[src/rtl/systolic_pkg.sv]
// Shared types and default geometry for the systolic feed controller.
package systolic_pkg;

  typedef enum logic [2:0] {
    IDLE,
    CLEAR,
    FEED,
    FLUSH,
    DONE
  } feed_state_t;

  localparam int unsigned DEF_WIDTH = 8;
  localparam int unsigned DEF_ROWS  = 4;
  localparam int unsigned DEF_COLS  = 4;
  localparam int unsigned DEF_DEPTH = 8;

endpackage

[src/rtl/skew_delay.sv]
// Triangular skew line: lane r presents the entry vector's lane-r element
// r cycles after it entered. Lane 0 is combinational pass-through.
module skew_delay
  import systolic_pkg::*;
#(
  parameter int unsigned WIDTH = DEF_WIDTH,
  parameter int unsigned ROWS  = DEF_ROWS
) (
  input  logic                  i_clk,
  input  logic                  i_rst_n,
  input  logic                  i_shift,
  input  logic                  i_clear,
  input  logic [ROWS*WIDTH-1:0] i_entry,
  output logic [ROWS*WIDTH-1:0] o_lane
);

  assign o_lane[WIDTH-1:0] = i_entry[WIDTH-1:0];

  for (genvar r = 1; r < ROWS; r++) begin : g_lane
    logic [WIDTH-1:0] r_stage [r];

    // lane r delay chain: zero on reset/clear, advance one stage per shift
    always_ff @(posedge i_clk) begin
      if (!i_rst_n || i_clear) begin
        for (int unsigned s = 0; s < r; s++) r_stage[s] <= '0;
      end else if (i_shift) begin
        r_stage[0] <= i_entry[r*WIDTH +: WIDTH];
        for (int unsigned s = 1; s < r; s++) r_stage[s] <= r_stage[s-1];
      end
    end

    assign o_lane[r*WIDTH +: WIDTH] = r_stage[r-1];
  end

endmodule

[src/rtl/systolic_feed_ctrl.sv]
// Tile sequencer for a systolic array: accepts up to DEPTH operand vectors,
// skews them across the row lanes, flushes the array and pulses done.
module systolic_feed_ctrl
  import systolic_pkg::*;
#(
  parameter int unsigned WIDTH = DEF_WIDTH,
  parameter int unsigned ROWS  = DEF_ROWS,
  parameter int unsigned COLS  = DEF_COLS,
  parameter int unsigned DEPTH = DEF_DEPTH,
  // derived from the geometry above; not meant to be overridden
  parameter int unsigned CNTW  = $clog2(DEPTH + ROWS + COLS + 1)
) (
  input  logic                  clk,
  input  logic                  reset,
  input  logic                  start,
  input  logic [CNTW-1:0]       k_len,
  output logic                  busy,
  output logic                  done,
  input  logic                  a_valid,
  output logic                  a_ready,
  input  logic [ROWS*WIDTH-1:0] a_data,
  output logic [ROWS-1:0]       lane_load,
  output logic [ROWS*WIDTH-1:0] lane_pload,
  output logic                  acc_clear,
  output logic                  acc_en
);

  localparam logic [CNTW-1:0] DEPTH_C    = CNTW'(DEPTH);
  localparam logic [CNTW-1:0] FLUSH_LAST = CNTW'(ROWS - 1 + COLS - 1);

  feed_state_t r_state;
  feed_state_t w_next;

  logic [CNTW-1:0] r_kl;
  logic [CNTW-1:0] r_cnt;
  logic [CNTW-1:0] r_flush;

  logic                  w_xfer;
  logic                  w_feed_last;
  logic                  w_flush_last;
  logic                  w_active;
  logic                  w_clear;
  logic [ROWS*WIDTH-1:0] w_entry;

  assign w_xfer       = (r_state == FEED) && a_valid;
  assign w_feed_last  = w_xfer && ((r_cnt + CNTW'(1)) == r_kl);
  assign w_flush_last = (r_flush == FLUSH_LAST);
  assign w_active     = (r_state == FEED) || (r_state == FLUSH);
  assign w_clear      = (r_state == IDLE) || (r_state == CLEAR);
  // stalled FEED cycles inject a zero bubble so the lane skew stays aligned
  assign w_entry      = w_xfer ? a_data : '0;

  // state register
  always_ff @(posedge clk) begin
    if (!reset) r_state <= IDLE;
    else        r_state <= w_next;
  end

  // next-state logic
  always_comb begin
    w_next = r_state;
    case (r_state)
      IDLE:    if (start) w_next = CLEAR;
      CLEAR:   w_next = (r_kl != '0) ? FEED : FLUSH;
      FEED:    if (w_feed_last) w_next = FLUSH;
      FLUSH:   if (w_flush_last) w_next = DONE;
      DONE:    w_next = IDLE;
      default: w_next = IDLE;
    endcase
  end

  // tile length latch, transfer counter and flush counter
  always_ff @(posedge clk) begin
    if (!reset) begin
      r_kl    <= '0;
      r_cnt   <= '0;
      r_flush <= '0;
    end else begin
      if ((r_state == IDLE) && start)
        r_kl <= (k_len > DEPTH_C) ? DEPTH_C : k_len;
      if (r_state != FEED) r_cnt <= '0;
      else if (w_xfer)     r_cnt <= r_cnt + CNTW'(1);
      if (r_state != FLUSH) r_flush <= '0;
      else                  r_flush <= r_flush + CNTW'(1);
    end
  end

  // state-decoded control outputs
  always_comb begin
    busy      = (r_state != IDLE);
    done      = (r_state == DONE);
    a_ready   = (r_state == FEED);
    acc_clear = (r_state == CLEAR);
    acc_en    = w_active;
    lane_load = w_active ? '1 : '0;
  end

  skew_delay #(
    .WIDTH (WIDTH),
    .ROWS  (ROWS)
  ) u_skew (
    .i_clk   (clk),
    .i_rst_n (reset),
    .i_shift (w_active),
    .i_clear (w_clear),
    .i_entry (w_entry),
    .o_lane  (lane_pload)
  );

endmodule

[config.mk]
export PLATFORM = sky130hd
export DESIGN_NAME = systolic_feed_ctrl
export DESIGN_NICKNAME = d
export VERILOG_FILES = /design/src/rtl/systolic_pkg.sv /design/src/rtl/skew_delay.sv /design/src/rtl/systolic_feed_ctrl.sv
export SDC_FILE = /design/constraint.sdc
export NUM_CORES = 1
export LEC_CHECK = 0
export CAP_MARGIN = 20
export CORE_MARGIN = 3
export CORE_UTILIZATION = 45
export CTS_CLUSTER_DIAMETER = 80
export DETAILED_ROUTE_END_ITERATION = 7
export PLACE_DENSITY = 0.82
export SLEW_MARGIN = 20
export SYNTH_ARGS = -nofsm -noshare
export SYNTH_HDL_FRONTEND = slang
export SYNTH_SLANG_ARGS = --single-unit
[constraint.sdc]
create_clock -name clk -period 2.55 [get_ports clk]
set_input_delay 0.255 -clock clk [delete_from_list [all_inputs] [get_ports clk]]
set_output_delay 0.255 -clock clk [all_outputs]
set_load 0.01 [all_outputs]
# [Yosys cells after proc, flatten, opt, wreduce, memory -nomap -nowiden]
# Memory sizes are Yosys's and may differ from the RTL's.
# Index checks and enable logic that the tools add are counted.
[totals] ff_bits=18 input_bits=41 output_inout_bits=41 mem_count=3 word_cells=61 ram_bits=48
[mem_list] name="u_skew.g_lane[3].r_stage" words=3 width=8 read_ports=3 rd_ports_with_merged_regs=0 write_ports=3 line_no="skew_delay.sv:20" source="logic [WIDTH-1:0] r_stage [r];"
[mem_list] name="u_skew.g_lane[2].r_stage" words=2 width=8 read_ports=2 rd_ports_with_merged_regs=0 write_ports=2 line_no="skew_delay.sv:20"
[mem_list] name="u_skew.g_lane[1].r_stage" words=1 width=8 read_ports=1 rd_ports_with_merged_regs=0 write_ports=1 line_no="skew_delay.sv:20"
[classes] muxes=20 bitwise=6 n_eq_ne=11 magnitude_cmp=1 n_addsub=2 reduce_logical=14
[op_table] op="two-way mux 8 bit" n=6
[op_table] op="two-way mux 32 bit" n=1
[op_table] op="one-hot mux 3 bit (4 select lines)" n=1
[op_table] op="adder 5 x 1 -> 5 bit (second input constant)" n=2
[op_table] op="two-way mux 3 bit" n=3
[op_table] op="OR reduction 8 bit" n=1
[op_table] op="two-way mux 1 bit" n=7
[op_table] op="== test 3 x 2 -> 1 bit (second input constant)" n=2
[op_table] op="!= test 3 x 2 -> 1 bit (second input constant)" n=2
[op_table] op="== test 5 x 3 -> 1 bit (second input constant)" n=1
[op_table] op="== test 5 bit" n=1
[op_table] op="greater-than comparator 5 x 4 -> 1 bit (second input constant)" n=1
[op_table] op="two-way mux 5 bit" n=1
[op_table] op="bitwise OR 1 bit" n=5
[op_table] op="nonzero test 5 bit" n=1
[op_table] op="two-way mux 4 bit" n=1
[op_table] op="!= test 2 bit (second input constant)" n=2
[op_table] op="OR reduction 2 bit" n=2
[op_table] op="== test 3 x 1 -> 1 bit (second input constant)" n=1
[op_table] op="== test 3 bit (second input constant)" n=1
[op_table] op="logical AND 1 bit" n=3
[op_table] op="zero test 3 bit" n=1
[op_table] op="logical OR 1 bit" n=3
[op_table] op="AND reduction 3 bit" n=1
[op_table] op="other kinds (4)" n=4

# [Depth between registers and ports, before layout]
# Gate-level depths: netlist of run 1.
[depth] word_depth=7 depth_mapped=8 mapped_depth_nobuf=6

# [Hierarchy]
# Synthesis of run 1 repeated with hierarchy kept, for this count alone.
[unflattened] cells_unflattened=274 area_unflattened_um2=3330.7
[by_module_without_submodules] module="skew_delay" instances=1 cells_per_inst=136 seq_area_each_um2=1441.4 area_each_um2=2200.9
[by_module_without_submodules] module="systolic_feed_ctrl" instances=1 cells_per_inst=138 seq_area_each_um2=360.3 area_each_um2=1129.8

# [Least setup slack after synthesis of run 1]
# OpenSTA, ideal clock, no wires.
[synth_timing] path_type="flip-flop to flip-flop" from="register r_state[2]" to="memory u_skew.g_lane[1].r_stage[0][0] (netlist name), enable pin" setup_time_ps=406 t_arrival_ps=1483 required_ps=2144 path_buffers=1 path_stages_with_launch=3 slack_ps=661 period_less_slack_ps=1889 path_cell_list="dfxtp_1 > buf_2 > nand2_1"
[synth_between] elab_chain_cells=7 elab_cells_between_ends=14 classes_between="3 x eq/ne; 6 x mux; 5 x reduce/logical"
[synth_lines] item="from (decl)" line_no="systolic_feed_ctrl.sv:31" source="feed_state_t r_state;"
[synth_lines] item="from (signal assigned)" line_no="systolic_feed_ctrl.sv:56" source="else r_state <= w_next;"
[synth_lines] item="== test 3 x 2 -> 1 bit, or another cell as far along" line_no="systolic_feed_ctrl.sv:48" source="assign w_active = (r_state == FEED) || (r_state == FLUSH);"
[synth_lines] item="logical OR 1 bit, on equally long branches" line_no="systolic_feed_ctrl.sv:48, systolic_feed_ctrl.sv:49"
[synth_lines] item="two-way mux 1 bit / logical OR 1 bit (equally long branches)" line_no="skew_delay.sv:26, skew_delay.sv:24"
[synth_lines] item="two-way mux 1 bit" line_no="skew_delay.sv:24" source="if (!i_rst_n || i_clear) begin"
[synth_lines] item="two-way mux 1 bit (not written as such)" line_no="skew_delay.sv:27" source="r_stage[0] <= i_entry[r*WIDTH +: WIDTH];"
[synth_lines] item="OR reduction 8 bit (no line)"
[synth_lines] item="two-way mux 1 bit (no line) (*)"
[synth_lines] item="to (decl)" line_no="skew_delay.sv:20"
# Every way passes the cells marked *; elsewhere a longest branch is shown, timed or not.

# [Final worst setup path of run 1]
[layout_timing] from="register r_state[1]" to="output port lane_pload[3]"
[layout_between] elab_chain_cells=3
[layout_lines] item="== test 3 x 2 -> 1 bit" line_no="systolic_feed_ctrl.sv:45" source="assign w_xfer = (r_state == FEED) && a_valid;"
[layout_lines] item="logical AND 1 bit" line_no="systolic_feed_ctrl.sv:45"
[layout_lines] item="two-way mux 32 bit" line_no="systolic_feed_ctrl.sv:51" source="assign w_entry = w_xfer ? a_data : '0;"
[layout_lines] item="to (decl)" line_no="systolic_feed_ctrl.sv:23" source="output logic [ROWS*WIDTH-1:0] lane_pload,"
# Every way passes these cells.

==> impl_metrics.csv, run 1 <==
group,metric,value,unit
run_status,status,"finished clean",
sta,post-route-period-util,92.3,%
worst_setup_path,critical_path_arrival,2100,ps
power,power,2.46,mW
hold_path,hp-start,"r_flush[0]",
clock_tree,clk_pin_slew,60,ps
routing,drc,0,
power,p_int,1.87,mW
global_route,grt_usage,15.8,%
clock_tree,cts.path.max_buffers,2,
power,p_leak,1.63,nW
clock_tree,cts_setup_buffers,0,
yosys,synth_top_area_share,49.5,%
global_route,antenna_found_initial,0,
hold_path,min_path_type,"flip-flop to flip-flop",
sta,max_freq,425,MHz
power,p_sw,0.595,mW
die,die_area,7470,µm²
yosys,synthCells,235,
sta,tightest_slew,386,ps
yosys,syn-cell-area,2910,µm²
sta,hold_viol,0,
clock_tree,postCtsHoldBufs,0,
global_route,globalRouteOverflowTotal,0,
cells_and_area,nets,343,
yosys,synth-main-ff-cell,"edfxtp_1",
power,p_clk_share,33.7,%
worst_setup_path,path_max_fanout,11,
power,switching_share,24.2,%
worst_setup_path,path_cells,"nor2b_4 -> nand2b_1 -> inv_1 -> and3_1 -> clkdlybuf4s50_1",
yosys,syn_avg_cell_area,12.4,µm²
power,ir_drop,390,µV
sta,rsz0062_at_grt,"false",
worst_setup_path,crit-reg2reg-launch,"r_state[1]",
sta,finalCriticalPeriod,2350,ps
yosys,synthArstFlopShare,0,%
yosys,synth_edf_count,48,
global_route,grt_start_max_net_pins,49,
die,fp.coreArea,6100,µm²
yosys,yosysWarnings,0,
routing,routedWlPerCell,14.9,µm
clock_tree,cts.repair.resized,0,
cells_and_area,drive_gt1_share,7.57,%
sta,setup_violations,0,
die,start_util,47.7,%
die,die_w,86.4,µm
worst_setup_path,crit_path_start_kind,"flip-flop",
clock_tree,clk_latency,340,ps
clock_tree,cts_buffers,9,
sta,setup_tns,0,ps
cells_and_area,register_area,1800,µm²
yosys,syn-num-nets,279,
clock_tree,cts_root_buf,"clkbuf_8",
routing,drt_iter0_markers,132,
routing,first_pass_iters,4,
yosys,ys_types,36,
yosys,ys_seq_elements,66,
power,p_per_area,643,nW/µm²
placed_design,gp_congestion,0.777,
sta,final.setup_skew,12.5,ps
yosys,synth-seq-area-share,61.9,%
job,max_cap_viol_count,0,
cells_and_area,fin_cells,379,
hold_path,hold_depth,1,
worst_setup_path,cp.required,2300,ps
placed_design,io_buffers,81,
worst_setup_path,reg2reg_depth,5,
routing,postRouteAntennaNets,0,
sta,drv_slew,0,
worst_setup_path,r2r-end,"u_skew.g_lane[3].r_stage[0][4]",
routing,vias,1881,
global_route,grt_pass1_vias,1851,
sta,maxSlewHeadroom,74.0,%
cells_and_area,num_antenna_cells,0,
hold_path,hold_end,"r_flush[0]",
worst_setup_path,reg2reg_slack,730,ps
worst_setup_path,worst-setup-path-type,"flip-flop to output pin",
cells_and_area,areaGrowthSynthToFinish,31.4,%
die,io_pins,82,
yosys,synth_area_leader_cell,"edfxtp_1",
sta,whs,465,ps
cells_and_area,fill_cells,506,
worst_setup_path,crit_slowest_cell,"clkdlybuf4s50_1",
routing,avgViaCountPerCell,4.96,
clock_tree,clock_sinks,66,
cells_and_area,multi_input_area,875,µm²
power,pwr-share-seq,50.5,%
placed_design,dpl.hpwl,3.97,mm
die,die_y,86.4,µm
routing,wirelength,5.66,mm
clock_tree,cts_tree,"built",
die,num_rows,28,
clock_tree,htreeDepth,3,
power,p_comb_share,15.9,%
yosys,netlist_top_cells_area,"edfxtp_1, dfxtp_1, and3_1",
placed_design,dp.cells,363,
worst_setup_path,end_kind,"output pin",
global_route,grt_pass1_wl,8.91,mm
worst_setup_path,worst_path_largest_cell_delay,540,ps
-- power groups by stage --
| stage | combinational [mW] | clock (mW) | sequential [mW] |
|---|---|---|---|
| after detailed placement | 0.391 | 0 | 1.26 |
| after CTS | 0.392 | 0.848 | 1.24 |
| after global placement | 0.380 | 0 | 1.26 |
| after floorplan | 0.232 | 0 | 1.25 |
| after global routing | 0.419 | 0.902 | 1.25 |
| final | 0.390 | 0.828 | 1.24 |
-- registers in the layout (all words and copies together), names as in the netlist --
name                   count
r_kl                       5
r_state                    3
u_skew.g_lane.r_stage     48
r_flush                    5
r_cnt                      5
-- layout make-up --
cell class                      count  share of cell area (%)
Clock inverter                      5                    1.44
Timing Repair Buffer               85                    22.3
Clock buffer                       11                    3.43
Multi-Input combinational cell    133                    22.9
Sequential cell                    66                    47.1
Inverter                            4                   0.393
Tap cell                           75                    2.45
-- cells in the final DEF (no fill, tap or decap), types with 2 or more instances in the layout --
master | synthesis | final
clkdlybuf4s50_1 | 0 | 81
edfxtp_1 | 48 | 48
and3_1 | 34 | 34
and2_1 | 26 | 26
dfxtp_1 | 18 | 18
nor2_1 | 12 | 12
nand2_1 | 10 | 9
clkbuf_8 | 0 | 9
nand3_1 | 7 | 7
xor2_1 | 6 | 6
xnor2_1 | 6 | 6
inv_1 | 4 | 4
nor3_1 | 3 | 3
nor4_1 | 3 | 3
a21boi_0 | 3 | 3
ha_1 | 3 | 3
buf_4 | 20 | 3
nand2b_1 | 2 | 2
o211a_1 | 2 | 2
clkinvlp_4 | 0 | 2
clkinv_2 | 0 | 2
clkbuf_1 | 6 | 2
-- metal layers --
layer | GRT usage [%] | up-vias | part of all wire [%]
li1 | - | 931 | -
met1 | 20.4 | 892 | 44
met2 | 25.4 | 52 | 50
met3 | 4.28 | 6 | 4.3
met4 | 5.95 | 0 | 1.3
met5 | 0 | - | 0
-- synthesized netlist by cell type, types with 2 or more instances --
cell type / number
a21boi_0: 3
and2_1: 26
and3_1: 34
buf_2: 3
buf_4: 20
buf_6: 3
clkbuf_1: 6
dfxtp_1: 18
edfxtp_1: 48
ha_1: 3
inv_1: 4
nand2_1: 10
nand2b_1: 2
nand3_1: 7
nor2_1: 12
nor3_1: 3
nor4_1: 3
o211a_1: 2
xnor2_1: 6
xor2_1: 6
-- critical path, delay by kind of cell, from the launching register on --
family | cells | cell delay, ps
buffers and inverters | 2 | 780
and+or+nand+nor | 3 | 510
DFF | 1 | 490
-- kinds of logic (layout without fill, tap and decap cells) --
group	Yosys count	after routing	share of synthesized area, %
compound gates	13	13	3.44
fa+ha+maj	3	3	1.29
xor+xnor	13	13	4.43
simple gates	104	104	20.8
flops	66	66	61.9
buf+inv	36	105	8.12
-- worst max-delay path by stage --
stage               slack (ps)  cells past startpoint  startpoint                              to
floorplan                  660                      2  r_state[2]  u_skew.g_lane[1].r_stage[0][0]
global placement           690                      5  r_state[1]                   lane_pload[4]
detailed placement         580                      5  r_state[1]                   lane_pload[3]
CTS                        200                      5  r_state[1]                   lane_pload[3]
global route                70                      5  r_state[1]                   lane_pload[3]
finish                     200                      5  r_state[1]                   lane_pload[3]
-- stage by stage --
stage / setup slack (ps) / area (µm²) / util (%)
2_1_floorplan: 661 / 2910 / -
3_3_place_gp: 691 / 3640 / 59.7
3_5_place_dp: 577 / 3640 / 59.7
4_1_cts: 201 / 3820 / 62.7
5_1_grt: 68.3 / 3820 / 62.7
6_report: 196 / 3820 / 62.7
No activity file was read; power rests on OpenSTA's default activity.
==> run 2, diff against run 1 <==
--- a/config.mk
+++ b/config.mk
@@ -5,8 +5,9 @@
 export SDC_FILE = /design/constraint.sdc
 export NUM_CORES = 1
 export LEC_CHECK = 0
+export ABC_CLOCK_PERIOD_IN_PS = 2550
 export CAP_MARGIN = 20
-export CORE_MARGIN = 3
+export CORE_MARGIN = 1
 export CORE_UTILIZATION = 45
 export CTS_CLUSTER_DIAMETER = 80
 export DETAILED_ROUTE_END_ITERATION = 7
==> run 2 against run 1 <==
  * Critical path type unchanged
  * Sequential share of layout area decreased by 0.79 points
  * Clock skew decreased by 6.9 ps
  * Maximum frequency increased by 2.0%
  * Clock-buffer cell count decreased by 2
  * Die area decreased by 9.0%
  * Combinational power about the same
==> impl_metrics.csv, run 2 (same netlist as run 1, synthesis figures left out) <==
group,metric,value,unit
run_status,status,"finished clean",
routing,dr.max_layer_used,"met4",
global_route,antenna_found_initial,0,
global_route,grt_usage,16.9,%
routing,wirelength,5.42,mm
worst_setup_path,crit_slowest_cell,"clkdlybuf4s50_1",
routing,postRouteAntennaNets,0,
sta,rsz0062_at_grt,"false",
worst_setup_path,end_kind,"output pin",
placed_design,dpl.hpwl,3.78,mm
sta,setup_tns,0,ps
clock_tree,clk_latency,320,ps
cells_and_area,final_cell_mix,"clkdlybuf4s50_1, edfxtp_1, and3_1, and2_1, dfxtp_1",
sta,hold_viol,0,
placed_design,io_buffers,81,
die,start_util,47.7,%
die,die_y,82.4,µm
routing,wl_met1,2.28,mm
hold_path,min_path_type,"flip-flop to flip-flop",
cells_and_area,areaGrowthSynthToFinish,33.7,%
worst_setup_path,worst_path_largest_cell_delay,530,ps
placed_design,pre_cts_ws,588,ps
global_route,grt_start_max_net_pins,31,
cells_and_area,post-route-util,63.8,%
power,p_leak,1.67,nW
worst_setup_path,crit_path_start_kind,"flip-flop",
die,fp.coreArea,6100,µm²
power,p_per_area,679,nW/µm²
routing,drc,0,
routing,first_pass_iters,4,
routing,dr_wl_met2,2.90,mm
worst_setup_path,worst-setup-path-type,"flip-flop to output pin",
worst_setup_path,crit_family,"buffers and inverters",
routing,avgViaCountPerCell,4.91,
cells_and_area,num_antenna_cells,0,
placed_design,gp_congestion,0.837,
clock_tree,cts_setup_buffers,0,
routing,drt_iter0_markers,98,
global_route,grt_pass1_vias,1850,
clock_tree,cts_root_buf,"clkbuf_8",
cells_and_area,drive_gt1_share,7.87,%
worst_setup_path,path_cells,"nor2b_4 -> nand2b_1 -> inv_1 -> and3_1 -> clkdlybuf4s50_1",
die,num_rows,28,
job,max_cap_viol_count,0,
die,die_area,6790,µm²
sta,setup_violations,0,
sta,finalCriticalPeriod,2310,ps
worst_setup_path,crit_buf_inv,2,
clock_tree,htreeDepth,3,
power,ir_drop,465,µV
sta,max_freq,433,MHz
worst_setup_path,path_max_fanout,11,
sta,final.setup_skew,5.52,ps
die,die_w,82.4,µm
cells_and_area,top_register,"u_skew.g_lane.r_stage",
clock_tree,cts.path.max_buffers,2,
clock_tree,postCtsHoldBufs,0,
worst_setup_path,cp.required,2300,ps
sta,post-route-period-util,90.5,%
sta,maxSlewHeadroom,70.2,%
worst_setup_path,reg2reg_slack,730,ps
global_route,grt_pass1_wl,8.54,mm
sta,setup_ws,242,ps
cells_and_area,nets,344,
sta,tightest_slew,446,ps
clock_tree,cts.repair.resized,0,
routing,routedWlPerCell,14.3,µm
routing,vias,1865,
routing,wl_met3,187,µm
worst_setup_path,critical_path_arrival,2050,ps
global_route,globalRouteOverflowTotal,0,
clock_tree,cts_buffers,9,
cells_and_area,largest_reg_flops,48,
clock_tree,clk_pin_slew,70,ps
cells_and_area,final_common_cell,"clkdlybuf4s50_1",
clock_tree,clock_sinks,66,
sta,drv_slew,0,
clock_tree,cts_tree,"built",
die,io_pins,82,
## run 2: changes by cell type in the layout (fill, tap and decap cells not counted), sizes merged
cell / change
buf: +1
clkinvlp: -2
clkinv: +2
bufinv: +2
clkbuf: -2
## run 2: path summary, 6_finish.rpt
path,from,endpoint,cells past startpoint
setup / recovery,r_state[1],lane_pload[5],5
hold / removal,r_flush[0],r_flush[0],1
setup reg to reg,r_state[1],u_skew.g_lane[3].r_stage[0][0],5
hold reg to reg,r_flush[0],r_flush[0],1
## run 2: worst reg2reg max path, delay by kind of cell (launching register included)
family	cells	cell delay, ps
and+or+nand+nor	4	940
DFF	1	480
buffers and inverters	1	260
## run 2: where the power goes
group / total [mW] / internal [mW] / switching, mW
clock network: 1.01 / 0.639 / 0.371
logic: 0.390 / 0.219 / 0.172
registers: 1.24 / 1.20 / 0.0400
total: 2.64 / 2.06 / 0.583
## run 2: area by class of cell
type / count / area [µm²]
fillers: 491 / 2210
flip-flops and latches: 66 / 1800
multi-input cells: 133 / 875
repair buffers: 86 / 873
clock buffers: 9 / 124
clock inverters: 7 / 108
well taps: 75 / 93.8
inverters: 4 / 15.0
## run 2: per-stage QoR
stage          instances  area (µm²)  power (mW)  hold slack (ps)
2_1_floorplan        235        2910        1.48              397
3_3_place_gp         364        3660        1.64              446
3_5_place_dp         364        3660        1.65              462
4_1_cts              380        3890        2.66              479
5_1_grt              380        3890        2.73              519
6_report             380        3890        2.64              477
## run 2: routing by layer
metal / track usage [%] / up-vias
li1: - / 934
met1: 20.5 / 883
met2: 29.7 / 42
met3: 4.07 / 6
met4: 4.74 / 0
met5: 0 / -
